`src/rtl/fetch_pkg.sv`:
```
// Shared definitions for the instruction fetch unit: FSM encoding and widths.
package fetch_pkg;

    localparam int FETCH_CNT_W  = 4;
    localparam int FETCH_ADDR_W = 16;
    localparam int FETCH_BYTE_W = 8;

    typedef enum logic [2:0] {
        IDLE    = 3'd0,
        ADDR_HI = 3'd1,
        ADDR_LO = 3'd2,
        WAIT    = 3'd3,
        DATA_HI = 3'd4,
        DATA_LO = 3'd5,
        HOLD    = 3'd6
    } fetch_state_t;

endpackage

```
`src/rtl/fetch_unit_if.sv`:
```
// Core request/response handshake plus the byte-wide external memory bus.
// The slave modport is the fetch unit's view; master is the core/memory side.
interface fetch_unit_if;
    import fetch_pkg::*;

    logic                    req_valid;
    logic [FETCH_ADDR_W-1:0] req_addr;
    logic                    req_ready;
    logic                    flush;
    logic                    instr_valid;
    logic [FETCH_ADDR_W-1:0] instr;
    logic                    instr_ready;
    logic [FETCH_BYTE_W-1:0] bus_out;
    logic [FETCH_BYTE_W-1:0] bus_oe;
    logic [FETCH_BYTE_W-1:0] bus_in;
    logic                    bus_ale;
    logic                    bus_rd;
    logic                    bus_wait;

    modport slave (
        input  req_valid, req_addr, flush, instr_ready, bus_in, bus_wait,
        output req_ready, instr_valid, instr, bus_out, bus_oe, bus_ale, bus_rd
    );

    modport master (
        output req_valid, req_addr, flush, instr_ready, bus_in, bus_wait,
        input  req_ready, instr_valid, instr, bus_out, bus_oe, bus_ale, bus_rd
    );

endinterface

```
`src/rtl/fetch_unit.sv`:
```
// Instruction fetch unit: sends a 16-bit address as two latched bytes, waits a
// fixed number of idle cycles, reads two data bytes (high first) honouring
// bus_wait, then holds the word until the core takes it. flush aborts at once.
module fetch_unit
    import fetch_pkg::*;
#(
    parameter int unsigned LATENCY = 1
) (
    input  logic         clk,
    input  logic         rst_n,
    fetch_unit_if.slave  fi
);

    // Value loaded on entry to WAIT so that WAIT lasts exactly LATENCY cycles.
    localparam logic [FETCH_CNT_W-1:0] LAT_M1 =
        (LATENCY > 0) ? FETCH_CNT_W'(LATENCY - 1) : '0;

    fetch_state_t            state_reg, state_next;
    logic [FETCH_ADDR_W-1:0] addr_reg,  addr_next;
    logic [FETCH_ADDR_W-1:0] instr_reg, instr_next;
    logic [FETCH_CNT_W-1:0]  cnt_reg,   cnt_next;

    // State, captured address, instruction word and wait counter registers.
    always_ff @(posedge clk) begin
        if (!rst_n) begin
            state_reg <= IDLE;
            addr_reg  <= '0;
            instr_reg <= '0;
            cnt_reg   <= '0;
        end else begin
            state_reg <= state_next;
            addr_reg  <= addr_next;
            instr_reg <= instr_next;
            cnt_reg   <= cnt_next;
        end
    end

    // Next-state logic; flush wins over every handshake and over bus_wait,
    // and leaves instr untouched so the last word stays visible.
    always_comb begin
        state_next = state_reg;
        addr_next  = addr_reg;
        instr_next = instr_reg;
        cnt_next   = cnt_reg;
        if (fi.flush) begin
            state_next = IDLE;
        end else begin
            unique case (state_reg)
                IDLE: begin
                    if (fi.req_valid) begin
                        addr_next  = fi.req_addr;
                        state_next = ADDR_HI;
                    end
                end
                ADDR_HI: state_next = ADDR_LO;
                ADDR_LO: begin
                    if (LATENCY > 0) begin
                        state_next = WAIT;
                        cnt_next   = LAT_M1;
                    end else begin
                        state_next = DATA_HI;
                    end
                end
                WAIT: begin
                    if (cnt_reg == '0) begin
                        state_next = DATA_HI;
                    end else begin
                        cnt_next = cnt_reg - FETCH_CNT_W'(1);
                    end
                end
                DATA_HI: begin
                    if (!fi.bus_wait) begin
                        instr_next[15:8] = fi.bus_in;
                        state_next       = DATA_LO;
                    end
                end
                DATA_LO: begin
                    if (!fi.bus_wait) begin
                        instr_next[7:0] = fi.bus_in;
                        state_next      = HOLD;
                    end
                end
                HOLD: begin
                    if (fi.instr_ready) begin
                        state_next = IDLE;
                    end
                end
                default: state_next = IDLE;
            endcase
        end
    end

    // Bus and handshake outputs decoded from the current state.
    always_comb begin
        fi.bus_out     = '0;
        fi.bus_oe      = '0;
        fi.bus_ale     = 1'b0;
        fi.bus_rd      = 1'b0;
        fi.instr_valid = 1'b0;
        fi.req_ready   = 1'b0;
        unique case (state_reg)
            IDLE: fi.req_ready = !fi.flush;
            ADDR_HI: begin
                fi.bus_out = addr_reg[15:8];
                fi.bus_oe  = 8'hFF;
                fi.bus_ale = 1'b1;
            end
            ADDR_LO: begin
                fi.bus_out = addr_reg[7:0];
                fi.bus_oe  = 8'hFF;
                fi.bus_ale = 1'b1;
            end
            WAIT, DATA_HI, DATA_LO: fi.bus_rd = 1'b1;
            HOLD: fi.instr_valid = 1'b1;
            default: ;
        endcase
    end

    assign fi.instr = instr_reg;

endmodule

```
`src/flat_wrapper.sv`:
```
// flat-port wrapper written by rule: the top's interface ports become plain ports
module fetch_unit_flat import fetch_pkg::*;
#(
    parameter int unsigned LATENCY = 1
)
  (clk, rst_n, fi_req_valid, fi_req_addr, fi_flush, fi_instr_ready, fi_bus_in, fi_bus_wait, fi_req_ready, fi_instr_valid, fi_instr, fi_bus_out, fi_bus_oe, fi_bus_ale, fi_bus_rd);
  fetch_unit_if fi_i ();
  input  logic clk;
  input  logic rst_n;
  input wire logic [$bits(fi_i.req_valid)-1:0] fi_req_valid;
  input wire logic [$bits(fi_i.req_addr)-1:0] fi_req_addr;
  input wire logic [$bits(fi_i.flush)-1:0] fi_flush;
  input wire logic [$bits(fi_i.instr_ready)-1:0] fi_instr_ready;
  input wire logic [$bits(fi_i.bus_in)-1:0] fi_bus_in;
  input wire logic [$bits(fi_i.bus_wait)-1:0] fi_bus_wait;
  output wire logic [$bits(fi_i.req_ready)-1:0] fi_req_ready;
  output wire logic [$bits(fi_i.instr_valid)-1:0] fi_instr_valid;
  output wire logic [$bits(fi_i.instr)-1:0] fi_instr;
  output wire logic [$bits(fi_i.bus_out)-1:0] fi_bus_out;
  output wire logic [$bits(fi_i.bus_oe)-1:0] fi_bus_oe;
  output wire logic [$bits(fi_i.bus_ale)-1:0] fi_bus_ale;
  output wire logic [$bits(fi_i.bus_rd)-1:0] fi_bus_rd;
  assign fi_i.req_valid = fi_req_valid;
  assign fi_i.req_addr = fi_req_addr;
  assign fi_i.flush = fi_flush;
  assign fi_i.instr_ready = fi_instr_ready;
  assign fi_i.bus_in = fi_bus_in;
  assign fi_i.bus_wait = fi_bus_wait;
  assign fi_req_ready = fi_i.req_ready;
  assign fi_instr_valid = fi_i.instr_valid;
  assign fi_instr = fi_i.instr;
  assign fi_bus_out = fi_i.bus_out;
  assign fi_bus_oe = fi_i.bus_oe;
  assign fi_bus_ale = fi_i.bus_ale;
  assign fi_bus_rd = fi_i.bus_rd;
  fetch_unit #(.LATENCY(LATENCY)) u_core (.clk(clk), .rst_n(rst_n), .fi(fi_i));
endmodule
```
`config.mk`:
```
export PLATFORM = sky130hd
export DESIGN_NAME = fetch_unit_flat
export DESIGN_NICKNAME = d
export VERILOG_FILES = /design/src/rtl/fetch_pkg.sv /design/src/rtl/fetch_unit_if.sv /design/src/rtl/fetch_unit.sv /design/src/flat_wrapper.sv
export SDC_FILE = /design/constraint.sdc
export NUM_CORES = 1
export LEC_CHECK = 0
export CORE_MARGIN = 2
export CORE_UTILIZATION = 49
export CTS_CLUSTER_DIAMETER = 200
export CTS_CLUSTER_SIZE = 14
export DETAILED_ROUTE_END_ITERATION = 8
export GPL_TIMING_DRIVEN = 0
export PLACE_DENSITY = 0.85
export SYNTH_ARGS = -nofsm -noshare
export SYNTH_HDL_FRONTEND = slang
export SYNTH_SLANG_ARGS = --single-unit
export TNS_END_PERCENT = 20
```
`constraint.sdc`:
```
create_clock -name clk -period 4.35 [get_ports clk]
set_clock_uncertainty 0.1 [all_clocks]
set_input_delay 0.6525 -clock clk [delete_from_list [all_inputs] [get_ports clk]]
set_output_delay 0.6525 -clock clk [all_outputs]
set_load 0.05 [all_outputs]
```
==> impl_metrics.py <==
metrics = {
    "run_status": {
        "status": "complete, no violations",
    },
    "setup_path": {
        "path_cells": "buf_2 > nor2b_1 > clkbuf_1 > o21ba_1 > buf_4 > clkdlybuf4s50_1",
        "arrival_ns": 2.84,
        "path_max_fanout": 10,
        "endpoint_kind": "output port",
        "rrSetupSlack_ns": 2.51,
        "r2r_start": "u_core.cnt_reg[0]$_SDFFE_PN0P_",
        "slowest_delay_ns": 0.79,
        "path_class": "flip-flop to output port",
        "rr_endpoint": "u_core.cnt_reg[1]$_SDFFE_PN0P_",
        "r2r_cells": 6,
        "crit_required_ns": 3.60,
        "cp_slowest_cell": "clkdlybuf4s50_1",
        "critPathLaunchType": "flip-flop",
    },
    "cells_and_area": {
        "area_growth_pct": 40.19,
        "final_cell_area_um2": 2771,
        "antenna_cells": 0,
        "drive_gt1_frac": 0.08143,
        "multi_input_area_um2": 1008,
        "nets": 338,
        "ff_latch_area_um2": 780.7,
        "nFillCells": 333,
    },
    "place": {
        "dpl.hpwl_um": 3608,
        "dpl_cell_area_um2": 2690,
        "port_buffers": 65,
        "globalplace.congestion": 0.8157,
    },
    "die": {
        "initial_core_util": 0.5014,
        "fp.dieH_um": 67.52,
        "core.rowCount": 23,
        "io_pins": 66,
        "coreArea_um2": 3943,
        "dieArea_um2": 4558,
        "fp.dieW_um": 67.52,
    },
    "timing": {
        "tightest_slew_ns": 0.5187,
        "relSlewSlack": 0.6531,
        "fmax_mhz": 278.2,
        "drv_slew": 0,
        "min_period_over_period": 0.8264,
        "grt_setup_unrepaired": "false",
        "setup_viol": 0,
        "min_period_ns": 3.595,
        "hold_violations": 0,
        "tns_ns": 0,
    },
    "yosys": {
        "ys_async_sr_fraction": 0,
        "yosysMostFrequentCell": "dfxtp_1",
        "ys.flop_type": "dfxtp_1",
        "seq_area_frac_synth": 0.3949,
        "synth_edf_count": 0,
        "syn-cell-area_um2": 1977,
        "synth-seq-cells": 39,
        "yosys-top-cells-area": "dfxtp_1, a21boi_1, o21a_1, and3_1, a21oi_1",
        "yosysWarnings": 0,
        "synth.top_cells.by_count": "dfxtp_1, a21oi_1, o21ai_1, nand3_1",
        "synth_largest_area_cell": "dfxtp_1",
        "ys_types": 42,
        "synth_top_area_share": 0.3949,
        "synth_fp_nets": 266,
        "avgSynthCellArea_um2": 8.448,
        "syn-instance-count": 234,
    },
    "min_path": {
        "hold-path-cell-count": 2,
        "hold_path_class": "flip-flop to flip-flop",
        "worstHoldStart": "u_core.fi.instr[6]$_SDFFE_PN0P_",
        "hold_end": "u_core.fi.instr[6]$_SDFFE_PN0P_",
    },
    "cts": {
        "ctsResizeCount": 0,
        "h-tree-depth": 2,
        "cts_tree": "built",
        "path_clk_slew_ns": 0.07,
        "post_cts_buffers": 0,
        "cts_num_sinks": 39,
        "clock_latency_ns": 0.29,
        "cts_buffer_depth": 2,
        "cts_buffers": 5,
        "cts_hold_buf": 0,
        "cts-root-buf": "clkbuf_8",
    },
    "routing": {
        "drtIter0Drc": 200,
        "vias": 1968,
        "vias_per_cell": 5.513,
        "dr.pass1.iters": 4,
        "drc": 0,
        "totalWireLength_um": 5084,
        "wl_per_cell_um": 14.24,
        "ant_nets": 0,
    },
    "grt": {
        "grtUsageTotal": 0.2410,
        "grt_pass1_vias": 1782,
        "grt_pass1_wl_um": 8142,
        "grt_max_degree": 12,
        "gr-total-overflow": 0,
        "grt_antenna_before_repair": 0,
    },
    "power_and_ir_drop": {
        "p_leak_nw": 1.068,
        "p_total_mw": 0.7529,
        "power_density_nw_per_um2": 271.7,
        "ir_drop_mv": 0.2140,
    },
    "job": {
        "cap_violations": 0,
    },
}
-- metrics by stage --
step                hold WS [ns]  worst slack (ns)  utilization  cells
global route              0.4158            0.5472       0.7030    357
CTS                       0.3848            0.7402       0.7030    357
detailed placement        0.3745            0.8679       0.6823    349
global placement          0.3676            0.8525       0.6823    349
floorplan                 0.3498             1.681            -    234
finish                    0.3833            0.7553       0.7030    357
-- routing by layer --
layer  vias up  global-route usage  wire, µm
li1        976                   -         -
met2        82              0.3689      2371
met4         0              0.1046        86
met3         9             0.08000       377
met1       901              0.3079      2249
met5         -                   0         0
-- power breakdown --
group / switching (mW) / leakage, nW / internal (mW)
sequential: 0.00403 / 0.316 / 0.365
clock: 0.121 / 0.0422 / 0.112
combinational: 0.0838 / 0.709 / 0.0664
-- worst max-delay path: cells and delay by family (launching register included) --
| kind | cells | cell delay, ns |
|---|---|---|
| buffers and inverters | 4 | 1.59 |
| DFF | 1 | 0.36 |
| AOI/OAI and AO/OA | 1 | 0.40 |
| and+or+nand+nor | 1 | 0.20 |
-- cell families after synthesis --
group                      share of synthesized area
xor gates and xnor gates                    0.004431
buffers and inverters                        0.09494
AOI/OAI and AO/OA                             0.2924
adders and majority gates                    0.01266
DFF                                           0.3949
and+or+nand+nor                               0.2006
-- cells in the final DEF (no fill, tap or decap), types with 2 or more instances in the layout --
cell type,count
clkdlybuf4s50_1,65
dfxtp_1,39
o21ai_1,18
a21oi_1,18
nand3_1,17
and3_1,16
a21boi_1,16
o21a_1,16
clkbuf_1,15
nor2_1,11
a22oi_1,10
buf_4,8
inv_1,7
buf_2,6
clkbuf_8,5
nor2b_1,4
nand2_1,3
buf_1,2
a211oi_1,2
nand4_1,2
o21ai_0,2
ha_1,2
-- how the worst max path moves through the flow --
stage / slack [ns] / startpoint / end
after floorplan: 1.68 / u_core.state_reg[1]$_SDFFE_PP0P_ / fi_bus_oe[0]
after global placement: 0.85 / fi_flush / fi_req_ready
after detailed placement: 0.87 / fi_flush / fi_req_ready
after CTS: 0.74 / u_core.state_reg[1]$_SDFFE_PP0P_ / fi_bus_oe[5]
after global routing: 0.55 / u_core.state_reg[1]$_SDFFE_PP0P_ / fi_bus_oe[5]
final: 0.76 / u_core.state_reg[1]$_SDFFE_PP0P_ / fi_bus_oe[5]
-- final cells by class --
class                      instances  area share
tap                               50     0.02257
buffer                            30     0.05688
timing repair buffer              65      0.2348
clock buffer                       7     0.02754
clock inverter                     1    0.001806
sequential                        39      0.2817
multi-input combinational        157      0.3639
inverter                           8     0.01084
(Power assumes the default switching activity.)
==> RTL edit 1: new RTL, config.mk and constraints unchanged <==
The 7 states of `fetch_state_t` get a one-hot encoding in 7 bits.
--- a/src/rtl/fetch_pkg.sv
+++ b/src/rtl/fetch_pkg.sv
@@ -7,10 +7,10 @@
 
-    typedef enum logic [2:0] {
-        IDLE    = 3'd0,
-        ADDR_HI = 3'd1,
-        ADDR_LO = 3'd2,
-        WAIT    = 3'd3,
-        DATA_HI = 3'd4,
-        DATA_LO = 3'd5,
-        HOLD    = 3'd6
+    typedef enum logic [6:0] {
+        IDLE    = 7'b0000001,
+        ADDR_HI = 7'b0000010,
+        ADDR_LO = 7'b0000100,
+        WAIT    = 7'b0001000,
+        DATA_HI = 7'b0010000,
+        DATA_LO = 7'b0100000,
+        HOLD    = 7'b1000000
     } fetch_state_t;
Function: no difference found for any inputs over 10 cycles, from zero or initial values and one cycle with rst_n low; not proved beyond that.
==> RTL edit 1 against the unedited design <==
  * Sequential power is 11% higher
  * Register-to-register slack worse by 450 ps
  * Final area is 2.0% higher
  * Highest routed layer unchanged
  * Synthesized area is 2.7% higher
  * Routed wire length is 2.2% lower
  * Sequential cell count is 4 higher
  * Total power is 2.7% higher
  * Count of clock-buffer cells in the layout stayed put
  * Setup slack worse by 280 ps
==> RTL edit 1: results <==
metrics = {
    "place": {
        "dp.cells": 350,
        "hpwl_mm": 3.56,
        "globalplace.congestion": 0.836,
        "io_buffer_count": 63,
    },
    "power_and_ir_drop": {
        "max-vdd-ir-drop_mv": 0.209,
    },
    "route": {
        "via_count": 1936,
        "wl_met2_mm": 2.44,
        "drt-total-wl_mm": 4.97,
        "first_iter_violations": 127,
        "wire_per_inst_um": 13.9,
        "wl_met3_um": 311,
        "wl_met1_mm": 2.15,
    },
    "cells_and_area": {
        "layout-drive-gt1-share_pct": 8.44,
    },
    "synthesis": {
        "syn_inst": 237,
        "yosys-top-cells-count": "dfxtp_1, nand2_1, o21ai_0, nand3_1",
        "synth_seq_area_share_pct": 42.4,
        "postSynthNetCount": 269,
        "synth.area.top_cells": "dfxtp_1, nand2_1, o21ai_0, nand3_1, mux2i_1",
    },
    "sta": {
        "worst_slew_pin_slew_ps": 741,
        "timing.hold.ws_ps": 355,
    },
    "grt": {
        "grt.met3_usage_pct": 4.93,
        "grt_pass1_wl_mm": 8.10,
        "use_met1_pct": 28.9,
        "track_usage_pct": 23.2,
        "grt_pass1_vias": 1800,
    },
    "outcome": {
        "status": "finished clean",
    },
    "setup_path": {
        "r2r_setup_slack_ps": 2060,
        "rr_startpoint": "u_core.state_reg[4]",
        "cp.arrival_ps": 3130,
    },
    "hold_path": {
        "holdPathEnd": "u_core.fi.instr[2]",
    },
}
## RTL edit 1: cell count changes in the layout (fill, tap and decap cells not counted), moves of 4 or more
cell / unedited run / this run
a21boi_0: 0 / 7
nor3_1: 0 / 4
a22oi_1: 10 / 0
o21ai_0: 2 / 21
a21boi_1: 16 / 1
nand2_1: 3 / 33
nor2b_1: 4 / 8
o21ai_1: 18 / 0
a21oi_1: 18 / 2
and3_1: 16 / 1
o21a_1: 16 / 1
mux2i_1: 0 / 8
dfxtp_1: 39 / 43
a22o_1: 0 / 9
## RTL edit 1: how the worst max path moves through the flow
stage | startpoint | end | cells after the start
final | u_core.state_reg[4] | fi_bus_oe[0] | 8
after detailed placement | u_core.state_reg[4] | fi_bus_oe[0] | 8
after global routing | u_core.state_reg[4] | fi_bus_oe[1] | 8
after CTS | u_core.state_reg[4] | fi_bus_oe[0] | 8
after floorplan | u_core.state_reg[1] | fi_instr_valid | 3
after global placement | u_core.state_reg[4] | fi_bus_oe[6] | 8
## RTL edit 1: critical path, cell delays in order (launching register included)
cell and delay (ps):
dfxtp_1 310, clkbuf_1 210, nor3_1 360, and4b_1 250
clkbuf_1 370, inv_1 120, nand2_1 250, buf_4 160
clkdlybuf4s50_1 800
## RTL edit 1: cells by family (layout without fill, tap and decap cells)
group | after synthesis | count (layout) | share of synthesized area (%)
and+or+nand+nor | 103 | 103 | 27.8
AOI/OAI and AO/OA | 48 | 48 | 15.5
buffers and inverters | 29 | 100 | 7.40
adders and majority gates | 2 | 2 | 1.23
DFF | 43 | 43 | 42.4
xor gates and xnor gates | 4 | 4 | 1.73
muxes | 8 | 8 | 3.95
## RTL edit 1: final cells by class
class / count / area, µm²
Timing Repair Buffer: 63 / 631
Buffer: 24 / 131
Clock buffer: 7 / 96.3
Multi-Input combinational cell: 165 / 1020
Clock inverter: 1 / 7.51
Tap cell: 50 / 62.6
Fill cell: 318 / 1170
Inverter: 5 / 18.8
Sequential cell: 43 / 861
## RTL edit 1: power breakdown
part / total (mW) / leakage (nW) / switching [mW] / internal, mW
Clock: 0.277 / 0.0505 / 0.133 / 0.144
Sequential: 0.408 / 0.348 / 0.00553 / 0.402
Combinational: 0.0884 / 0.607 / 0.0454 / 0.0430
Total: 0.773 / 1.01 / 0.184 / 0.589
## RTL edit 1: per-stage QoR
stage | util [%] | setup WS, ps | power [mW] | instance area (µm²)
2_1_floorplan | - | 1190 | 0.462 | 2030
3_3_place_gp | 68.1 | 871 | 0.503 | 2720
3_5_place_dp | 68.1 | 830 | 0.504 | 2720
4_1_cts | 70.7 | 484 | 0.777 | 2830
5_1_grt | 70.7 | 233 | 0.802 | 2830
6_report | 70.7 | 471 | 0.773 | 2830
==> RTL edit 2: new RTL, same flow settings <==
Without the edit above. Take the reset off `instr_reg` and load it in a clocked block of its own.
--- a/src/rtl/fetch_unit.sv
+++ b/src/rtl/fetch_unit.sv
@@ -27,3 +27,2 @@
             addr_reg  <= '0;
-            instr_reg <= '0;
             cnt_reg   <= '0;
@@ -32,5 +31,8 @@
             addr_reg  <= addr_next;
-            instr_reg <= instr_next;
             cnt_reg   <= cnt_next;
         end
+    end
+
+    always_ff @(posedge clk) begin
+        instr_reg <= instr_next;
     end
Formal check against the unedited RTL: differs if rst_n is asserted again (counterexample within 10 cycles, from zero or initial values and one cycle with rst_n low); with rst_n held inactive, the same outputs for 10 cycles.
==> RTL edit 2 against the unedited design <==
  * Setup slack worse by 120 ps
  * Clock power is 3% higher
  * Sequential cell count unchanged
  * Synthesized area shrank 8.4%
  * Critical path depth unchanged
  * Utilization is 1.8 points higher
  * Synthesized cell count shrank 25%
  * Final area decreased by 6.1%
  * Routed wire length fell by 19%
  * Die area down 7.9%
  * Total power increased by 5.1%
  * Critical path type unchanged
  * Largest cell class is now registers
==> RTL edit 2: results <==
metrics = {
    "synthesis": {
        "synth-xor-area-share_pct": 0,
        "synth_edf_count": 16,
        "yosys-top-cells-count": "dfxtp_1, o21a_1, a21boi_0, and3_1, edfxtp_1",
        "synth_mux_area_share_pct": 0.552,
        "synth.area.top_cells": "edfxtp_1, dfxtp_1, o21a_1, a21boi_0, and3_1",
        "synthAdderAreaFrac_pct": 1.38,
        "synth_compound_area_share_pct": 22.0,
        "synth_cell_type_count": 30,
        "synthFlopType": "dfxtp_1",
        "postSynthNetCount": 208,
        "synth_seq_area_share_pct": 51.9,
    },
    "route": {
        "wl_met2_mm": 1.96,
        "wire_per_inst_um": 13.9,
        "drt-total-wl_mm": 4.13,
        "wl_met3_um": 300,
        "first_iter_violations": 64,
        "wl_met1_mm": 1.83,
        "via_count": 1581,
    },
    "grt": {
        "grt_max_degree": 14,
        "antenna_found_initial": 0,
        "use_met1_pct": 27.6,
        "grt_pass1_wl_mm": 6.75,
        "met2_usage_pct": 32.7,
        "track_usage_pct": 21.0,
        "grt.met3_usage_pct": 6.25,
    },
    "cells_and_area": {
        "fillers": 268,
        "layout-drive-gt1-share_pct": 6.85,
        "nets": 279,
    },
    "clocking": {
        "cts.repair.resized": 0,
        "cts_buffers": 5,
    },
    "outcome": {
        "status": "finished clean",
    },
    "place": {
        "hpwl_mm": 2.94,
        "io_buffer_count": 64,
        "globalplace.congestion": 0.817,
        "pre_cts_ws_ps": 746,
        "dp.cells": 288,
        "post_dp_cell_area_mm2": 0.00251,
    },
    "hold_path": {
        "hold_path_startpoint": "u_core.cnt_reg[0]",
    },
    "power_and_ir_drop": {
        "combPwrFrac_pct": 19.5,
        "pwr-share-clk_pct": 30.6,
        "max-vdd-ir-drop_mv": 0.205,
        "p_leak_nw": 0.967,
        "p_per_area_mw_per_mm2": 304,
    },
    "setup_path": {
        "rr_startpoint": "u_core.state_reg[2]",
        "cp.arrival_ps": 2960,
        "critPathLaunch": "u_core.state_reg[0]",
    },
    "sta": {
        "worst_slew_pin_slew_ps": 1140,
    },
}
RTL edit 2: path summary, 6_finish.rpt:
kind / to / slack, ps / depth (start not counted)
max: fi_bus_oe[1] / 630 / 6
min reg2reg: u_core.cnt_reg[0] / 420 / 2
max reg2reg: u_core.fi.instr[3] / 1970 / 3
min: u_core.cnt_reg[0] / 420 / 2
RTL edit 2: cell type report:
| type | instances | area, µm² | area share, % |
|---|---|---|---|
| buffer | 22 | 113 | 4.33 |
| clock buffer | 5 | 68.8 | 2.65 |
| clock inverter | 3 | 20.0 | 0.770 |
| inverter | 5 | 18.8 | 0.722 |
| multi-input combinational | 110 | 739 | 28.4 |
| sequential | 39 | 941 | 36.2 |
| tap | 48 | 60.1 | 2.31 |
| timing repair buffer | 64 | 641 | 24.6 |
RTL edit 2: critical path: stages, from the launching register on:
cell and delay [ps]:
dfxtp_1 460, clkbuf_1 350, nor2b_1 180, clkbuf_1 400, o21a_1 330, buf_4 160, clkdlybuf4s50_1 790
